===== config.mk =====
export PLATFORM = sky130hd
export DESIGN_NAME = seg_scan_ctrl_flat
export DESIGN_NICKNAME = d
export VERILOG_FILES = /design/src/rtl/seg_scan_ctrl_if.sv /design/src/rtl/seg_scan_ctrl.sv /design/src/flat_wrapper.sv
export SDC_FILE = /design/constraint.sdc
export NUM_CORES = 1
export LEC_CHECK = 0
export ABC_CLOCK_PERIOD_IN_PS = 4860
export BUFFER_PORTS_ARGS = -buffer_cell sky130_fd_sc_hd__buf_2
export CORE_MARGIN = 2
export CORE_UTILIZATION = 63
export CTS_CLUSTER_SIZE = 40
export DETAILED_ROUTE_END_ITERATION = 10
export GPL_TIMING_DRIVEN = 0
export HOLD_SLACK_MARGIN = 0.03
export PLACE_DENSITY_LB_ADDON = 0.15
export SKIP_CTS_REPAIR_TIMING = 1
export SLEW_MARGIN = 15
export SYNTH_ARGS = -nofsm -noshare
export SYNTH_HDL_FRONTEND = slang
export SYNTH_SLANG_ARGS = --single-unit
export TNS_END_PERCENT = 20

===== constraint.sdc =====
create_clock -name clk -period 4.86 [get_ports clk]
set_input_delay 0.972 -clock clk [delete_from_list [all_inputs] [get_ports clk]]
set_output_delay 0.972 -clock clk [all_outputs]
set_load 0.02 [all_outputs]

===== src/rtl/seg_scan_ctrl_if.sv =====
// Display-image write port and LED-side outputs of seg_scan_ctrl.
interface seg_scan_ctrl_if #(
    parameter int DIGITS = 4
);
    logic                  en;
    logic                  wr_en;
    logic [4*DIGITS-1:0]   wr_data;
    logic [DIGITS-1:0]     wr_dp;
    logic [DIGITS-1:0]     wr_mask;
    logic [3:0]            data_disp;
    logic                  dp;
    logic [DIGITS-1:0]     digit_sel;
    logic                  frame_done;
    logic                  pending;

    modport master (
        output en, wr_en, wr_data, wr_dp, wr_mask,
        input  data_disp, dp, digit_sel, frame_done, pending
    );

    modport slave (
        input  en, wr_en, wr_data, wr_dp, wr_mask,
        output data_disp, dp, digit_sel, frame_done, pending
    );
endinterface


===== src/rtl/seg_scan_ctrl.sv =====
// Seven-segment scan controller with double-buffered image.
// Optional leading-zero blanking via macro SEG_SCAN_LZ_BLANK_EN.
//   state   | meaning
//   S_OFF   | scan stopped, all digits off, idx/counter held at 0
//   S_BLANK | first BLANK_CYC cycles of a slot, digits off, nibble presented
//   S_ON    | rest of slot, digit idx driven unless masked
module seg_scan_ctrl #(
    parameter int DIGITS    = 4,
    parameter int SCAN_DIV  = 50000,
    parameter int BLANK_CYC = 16
) (
    input  logic              clk,
    input  logic              rst_n,
    seg_scan_ctrl_if.slave    bus
);
    localparam int CW = (SCAN_DIV > 1) ? $clog2(SCAN_DIV) : 1;
    localparam int IW = (DIGITS > 1) ? $clog2(DIGITS) : 1;
    localparam logic [CW-1:0] CNT_LAST   = CW'(SCAN_DIV - 1);
    localparam logic [CW-1:0] BLANK_LAST = CW'(BLANK_CYC - 1);
    localparam logic [IW-1:0] IDX_LAST   = IW'(DIGITS - 1);

    typedef enum logic [1:0] {S_OFF, S_BLANK, S_ON} state_t;

    state_t              state_q, state_d;
    logic [CW-1:0]       cnt_q, cnt_d;
    logic [IW-1:0]       idx_q, idx_d;
    logic [4*DIGITS-1:0] pd_data_q, pd_data_d, sh_data_q, sh_data_d;
    logic [DIGITS-1:0]   pd_dp_q, pd_dp_d, sh_dp_q, sh_dp_d;
    logic [DIGITS-1:0]   pd_mask_q, pd_mask_d, sh_mask_q, sh_mask_d;
    logic                pd_valid_q, pd_valid_d;
    logic [3:0]          data_disp_q, data_disp_d;
    logic                dp_q, dp_d;
    logic [DIGITS-1:0]   sel_q, sel_d;
    logic                frame_done_q, frame_done_d;
    logic                boundary;
    logic                lz_run;
    logic [DIGITS-1:0]   lz_mask, eff_mask;

    always_comb begin
        state_d      = state_q;
        cnt_d        = cnt_q;
        idx_d        = idx_q;
        boundary     = 1'b0;
        frame_done_d = 1'b0;
        if (!bus.en) begin
            state_d = S_OFF;
            cnt_d   = '0;
            idx_d   = '0;
        end else begin
            case (state_q)
                S_OFF: begin
                    state_d  = S_BLANK;
                    cnt_d    = '0;
                    idx_d    = '0;
                    boundary = 1'b1;
                end
                S_BLANK: begin
                    cnt_d = cnt_q + 1'b1;
                    if (cnt_q == BLANK_LAST) state_d = S_ON;
                end
                S_ON: begin
                    if (cnt_q == CNT_LAST) begin
                        cnt_d   = '0;
                        state_d = S_BLANK;
                        if (idx_q == IDX_LAST) begin
                            idx_d        = '0;
                            boundary     = 1'b1;
                            frame_done_d = 1'b1;
                        end else begin
                            idx_d = idx_q + 1'b1;
                        end
                    end else begin
                        cnt_d = cnt_q + 1'b1;
                    end
                end
                default: begin
                    state_d = S_OFF;
                    cnt_d   = '0;
                    idx_d   = '0;
                end
            endcase
        end
    end

    // A write landing on a boundary bypasses the pending buffer.
    always_comb begin
        pd_data_d  = pd_data_q;
        pd_dp_d    = pd_dp_q;
        pd_mask_d  = pd_mask_q;
        pd_valid_d = pd_valid_q;
        sh_data_d  = sh_data_q;
        sh_dp_d    = sh_dp_q;
        sh_mask_d  = sh_mask_q;
        if (boundary) begin
            if (bus.wr_en) begin
                sh_data_d = bus.wr_data;
                sh_dp_d   = bus.wr_dp;
                sh_mask_d = bus.wr_mask;
            end else if (pd_valid_q) begin
                sh_data_d = pd_data_q;
                sh_dp_d   = pd_dp_q;
                sh_mask_d = pd_mask_q;
            end
            pd_valid_d = 1'b0;
        end else if (bus.wr_en) begin
            pd_data_d  = bus.wr_data;
            pd_dp_d    = bus.wr_dp;
            pd_mask_d  = bus.wr_mask;
            pd_valid_d = 1'b1;
        end
    end

    always_comb begin
        lz_mask = '0;
        lz_run  = 1'b1;
`ifdef SEG_SCAN_LZ_BLANK_EN
        for (int i = DIGITS - 1; i >= 1; i--) begin
            if (lz_run && (sh_data_d[4*i +: 4] == 4'h0) && !sh_dp_d[i])
                lz_mask[i] = 1'b1;
            else
                lz_run = 1'b0;
        end
`endif
        eff_mask = sh_mask_d | lz_mask;
    end

    // Outputs are computed from next-state values so they line up with state_q.
    always_comb begin
        data_disp_d = 4'h0;
        dp_d        = 1'b0;
        sel_d       = '1;
        if (state_d != S_OFF) begin
            data_disp_d = sh_data_d[{idx_d, 2'b00} +: 4];
            dp_d        = sh_dp_d[idx_d];
            if (state_d == S_ON && !eff_mask[idx_d]) sel_d[idx_d] = 1'b0;
        end
    end

    always_ff @(posedge clk or negedge rst_n) begin
        if (!rst_n) begin
            state_q      <= S_OFF;
            cnt_q        <= '0;
            idx_q        <= '0;
            pd_data_q    <= '0;
            pd_dp_q      <= '0;
            pd_mask_q    <= '0;
            pd_valid_q   <= 1'b0;
            sh_data_q    <= '0;
            sh_dp_q      <= '0;
            sh_mask_q    <= '1;
            data_disp_q  <= 4'h0;
            dp_q         <= 1'b0;
            sel_q        <= '1;
            frame_done_q <= 1'b0;
        end else begin
            state_q      <= state_d;
            cnt_q        <= cnt_d;
            idx_q        <= idx_d;
            pd_data_q    <= pd_data_d;
            pd_dp_q      <= pd_dp_d;
            pd_mask_q    <= pd_mask_d;
            pd_valid_q   <= pd_valid_d;
            sh_data_q    <= sh_data_d;
            sh_dp_q      <= sh_dp_d;
            sh_mask_q    <= sh_mask_d;
            data_disp_q  <= data_disp_d;
            dp_q         <= dp_d;
            sel_q        <= sel_d;
            frame_done_q <= frame_done_d;
        end
    end

    assign bus.data_disp  = data_disp_q;
    assign bus.dp         = dp_q;
    assign bus.digit_sel  = sel_q;
    assign bus.frame_done = frame_done_q;
    assign bus.pending    = pd_valid_q;
endmodule

===== src/flat_wrapper.sv =====
// flat-port wrapper written by rule: the top's interface ports become plain ports
module seg_scan_ctrl_flat 
#(
    parameter int DIGITS    = 4,
    parameter int SCAN_DIV  = 50000,
    parameter int BLANK_CYC = 16
)
  (clk, rst_n, bus_en, bus_wr_en, bus_wr_data, bus_wr_dp, bus_wr_mask, bus_data_disp, bus_dp, bus_digit_sel, bus_frame_done, bus_pending);
  seg_scan_ctrl_if #(.DIGITS(DIGITS)) bus_i ();
  input  logic clk;
  input  logic rst_n;
  input wire logic [$bits(bus_i.en)-1:0] bus_en;
  input wire logic [$bits(bus_i.wr_en)-1:0] bus_wr_en;
  input wire logic [$bits(bus_i.wr_data)-1:0] bus_wr_data;
  input wire logic [$bits(bus_i.wr_dp)-1:0] bus_wr_dp;
  input wire logic [$bits(bus_i.wr_mask)-1:0] bus_wr_mask;
  output wire logic [$bits(bus_i.data_disp)-1:0] bus_data_disp;
  output wire logic [$bits(bus_i.dp)-1:0] bus_dp;
  output wire logic [$bits(bus_i.digit_sel)-1:0] bus_digit_sel;
  output wire logic [$bits(bus_i.frame_done)-1:0] bus_frame_done;
  output wire logic [$bits(bus_i.pending)-1:0] bus_pending;
  assign bus_i.en = bus_en;
  assign bus_i.wr_en = bus_wr_en;
  assign bus_i.wr_data = bus_wr_data;
  assign bus_i.wr_dp = bus_wr_dp;
  assign bus_i.wr_mask = bus_wr_mask;
  assign bus_data_disp = bus_i.data_disp;
  assign bus_dp = bus_i.dp;
  assign bus_digit_sel = bus_i.digit_sel;
  assign bus_frame_done = bus_i.frame_done;
  assign bus_pending = bus_i.pending;
  seg_scan_ctrl #(.DIGITS(DIGITS), .SCAN_DIV(SCAN_DIV), .BLANK_CYC(BLANK_CYC)) u_core (.clk(clk), .rst_n(rst_n), .bus(bus_i));
endmodule

==> out/results.ini <==
[critical_path]
cp-end-kind=register
timing.reg2reg.setup_slack_ns=1.63
critPathKind=reg -> reg
reg2reg_depth=6
r2r-start=u_core.cnt_q[4]
crit_required_ns=5.09
worst_setup_path_start_kind=register
rr_endpoint=u_core.pd_dp_q[0]
critPathMaxFanout=10
arrival_ns=3.46

[clock_tree]
cts.sinks=79
cts-htree-levels=3
path_clk_slew_ns=0.07
cts_root_buffer=clkbuf_8
clockBufferDepth=2
insertion_delay_ns=0.35
cts_tree=yes
cts_buffers=9

[placed_design]
dpl_cell_area_um2=4190
place_ws_ns=1.68
gp_congestion=0.806
portBuffers=38
place.detailed.hpwl_mm=6.19

[synthesis]
synth_edf_count=0
yosys_register_bits=79
syn_nets=395
synthTopCellsByArea=dfrtp_1, mux2_2, dfstp_2
synth_area_um2=3880
netlist.area_leader.share=0.458
yosysTopAreaCell=dfrtp_1
async_flop_share=1.00
synthCells=361
yosys.cell_types.count=50
yosys_warnings=0
avgSynthCellArea_um2=10.7
yosysSeqAreaShare=0.512
synth_flop_cell=dfrtp_1

[drt]
drtAntennaViolNets=0
wl_mm=9.06
drc=0
wire_per_inst_um=18.5
viasPerCell=6.23
drt-initial-drc-count=228
drt_pass1_iterations=6
vias=3061

[die]
num_io_pins=39
dieHeight_um=82.5
die_width_um=82.5
initial_core_util=0.655
coreArea_um2=5920
dieArea_um2=6800
rows=28

[sta]
drv_slew=0
layout_setup_ws_ns=1.63
period_needed_ns=3.23
clock.fmax_mhz=310
setup_tns_ns=0
setup_viol=0
grt_setup_unrepaired=false
post-route-period-util=0.664
slew_headroom=0.476
skew_ns=0.00916
hold_viol=0
worst_pin_slew_ns=0.784

[grt]
grt_max_degree=58
antenna_found_initial=0
grt_pass1_vias=2981
grt_pass1_wl_mm=14.5
grt-ovfl-total=0
grt_usage=0.286

[pwr]
p_per_area_nw_per_um2=361
p_leak_nw=2.00
p_total_w=0.00160
ir_drop_mv=0.247

[finish]
syn2layout_area_growth_pct=14.2
num_antenna_cells=0
postLayoutCellArea_um2=4430
final_layout_size_suffix_gt1_frac=0.262
fin_nets=445
fin_util=0.748
fillers=437

[run_status]
status=completed

[min_path]
holdPathEnd=u_core.cnt_q[0]
min_from=u_core.cnt_q[0]
hp-class=reg -> reg
worst_hold_path.num_cells=1

[run]
maxCapViolations=0

## sequential cells by signal, summed over array words and instances, names as in the netlist
signal                 flops
u_core.bus.dp              1
u_core.bus.data_disp       4
u_core.pd_dp_q             4
u_core.idx_q               2
u_core.pd_mask_q           4
u_core.sh_mask_q           4
u_core.bus.pending         1
u_core.state_q             2
u_core.pd_data_q          16
u_core.bus.frame_done      1
u_core.sh_data_q          16
u_core.bus.digit_sel       4
u_core.sh_dp_q             4
u_core.cnt_q              16
## stage by stage
step                hold slack, ns  instances
global route                 0.495        491
global placement             0.437        474
detailed placement           0.462        475
CTS                          0.473        491
finish                       0.470        491
floorplan                    0.425        361
## routing by layer
layer,GRT usage,share of wire,vias to the layer above
met3,0.0424,0.054,20
met5,0,0,-
li1,-,-,1418
met4,0.122,0.024,0
met1,0.373,0.44,1507
met2,0.478,0.48,116
## final cells by class
type / count / area, um^2 / area share
Buffer: 12 / 48.8 / 0.0110
Timing Repair Buffer: 39 / 220 / 0.0497
Clock buffer: 10 / 128 / 0.0288
Tap cell: 75 / 93.8 / 0.0212
Inverter: 19 / 71.3 / 0.0161
Clock inverter: 6 / 109 / 0.0246
Sequential cell: 79 / 1990 / 0.449
Multi-Input combinational cell: 251 / 1770 / 0.400
## worst max-delay path, stage by stage, from the launching register on
cell,delay (ns)
dfrtp_1,0.44
or4_4,0.59
or3b_1,0.50
o21a_1,0.26
nand2_1,0.30
clkbuf_1,0.60
mux2_2,0.41
## Yosys cell counts (2+ instances only)
| master | count |
|---|---|
| o21ai_1 | 2 |
| nand3_1 | 6 |
| ha_1 | 6 |
| o22a_1 | 2 |
| a31oi_1 | 6 |
| o22ai_1 | 18 |
| a21o_1 | 9 |
| a21oi_1 | 12 |
| nand2b_1 | 3 |
| nand4_1 | 7 |
| or3_1 | 2 |
| dfrtp_1 | 71 |
| or2_2 | 3 |
| xor2_1 | 8 |
| nand2_1 | 25 |
| and3_1 | 6 |
| clkbuf_1 | 9 |
| o211a_1 | 2 |
| buf_2 | 3 |
| mux2i_1 | 2 |
| mux2_2 | 26 |
| and4_1 | 2 |
| a221o_1 | 8 |
| dfstp_2 | 8 |
| nor2_1 | 44 |
| o21ai_0 | 4 |
| a22o_1 | 9 |
| xnor2_1 | 6 |
| or4_1 | 5 |
| inv_1 | 18 |
| nor2b_1 | 2 |
| nor3b_1 | 2 |
| o221a_2 | 8 |
## worst max path at each step
stage                                         end             from  slack, ns  cells past startpoint
final                           u_core.pd_dp_q[0]  u_core.cnt_q[4]       1.63                      6
after detailed placement     u_core.pd_data_q[12]  u_core.cnt_q[4]       1.68                      6
after global placement        u_core.pd_data_q[5]  u_core.cnt_q[4]       1.70                      6
after global routing          u_core.pd_mask_q[2]  u_core.cnt_q[4]       1.55                      6
after floorplan           u_core.bus.digit_sel[1]  u_core.cnt_q[4]       2.09                      6
after CTS                       u_core.pd_dp_q[0]  u_core.cnt_q[4]       1.65                      6
## cells in the final DEF (no fill, tap or decap), types with 2 or more instances in the layout
cell,count
nor3b_1,2
inv_1,18
o21ai_1,2
nor2b_1,2
nand3_1,6
o22ai_1,18
clkinv_2,2
mux2_2,26
a21o_1,9
or3_1,2
or4_1,5
dfrtp_1,71
xnor2_1,6
o221a_2,8
o21ai_0,4
and3_1,6
or2_2,3
nand4_1,7
bufinv_16,3
o22a_1,2
ha_1,6
a221o_1,8
and4_1,2
buf_2,40
mux2i_1,2
nor2_1,44
xor2_1,8
clkbuf_8,9
clkbuf_1,10
dfstp_2,8
a22o_1,9
a21oi_1,12
o211a_1,2
a31oi_1,6
nand2_1,25
nand2b_1,3
## where the power goes
| group | internal, W | total [W] | switching (W) |
|---|---|---|---|
| clock network | 0.000341 | 0.000581 | 0.000241 |
| registers | 0.000742 | 0.000783 | 0.0000407 |
| logic | 0.000112 | 0.000237 | 0.000125 |
| total | 0.00119 | 0.00160 | 0.000406 |
## cell families (layout without fill, tap and decap cells)
group | Yosys count | in the layout | share of synthesized area
AND/OR/NAND/NOR | 117 | 117 | 0.155
AO/OA/AOI/OAI | 86 | 86 | 0.170
flip-flops | 79 | 79 | 0.512
buffers and inverters | 31 | 86 | 0.0310
multiplexers | 28 | 28 | 0.0806
XOR/XNOR | 14 | 14 | 0.0316
adder cells (fa/ha/maj) | 6 | 6 | 0.0194
No activity file was read; power rests on OpenSTA's default activity.
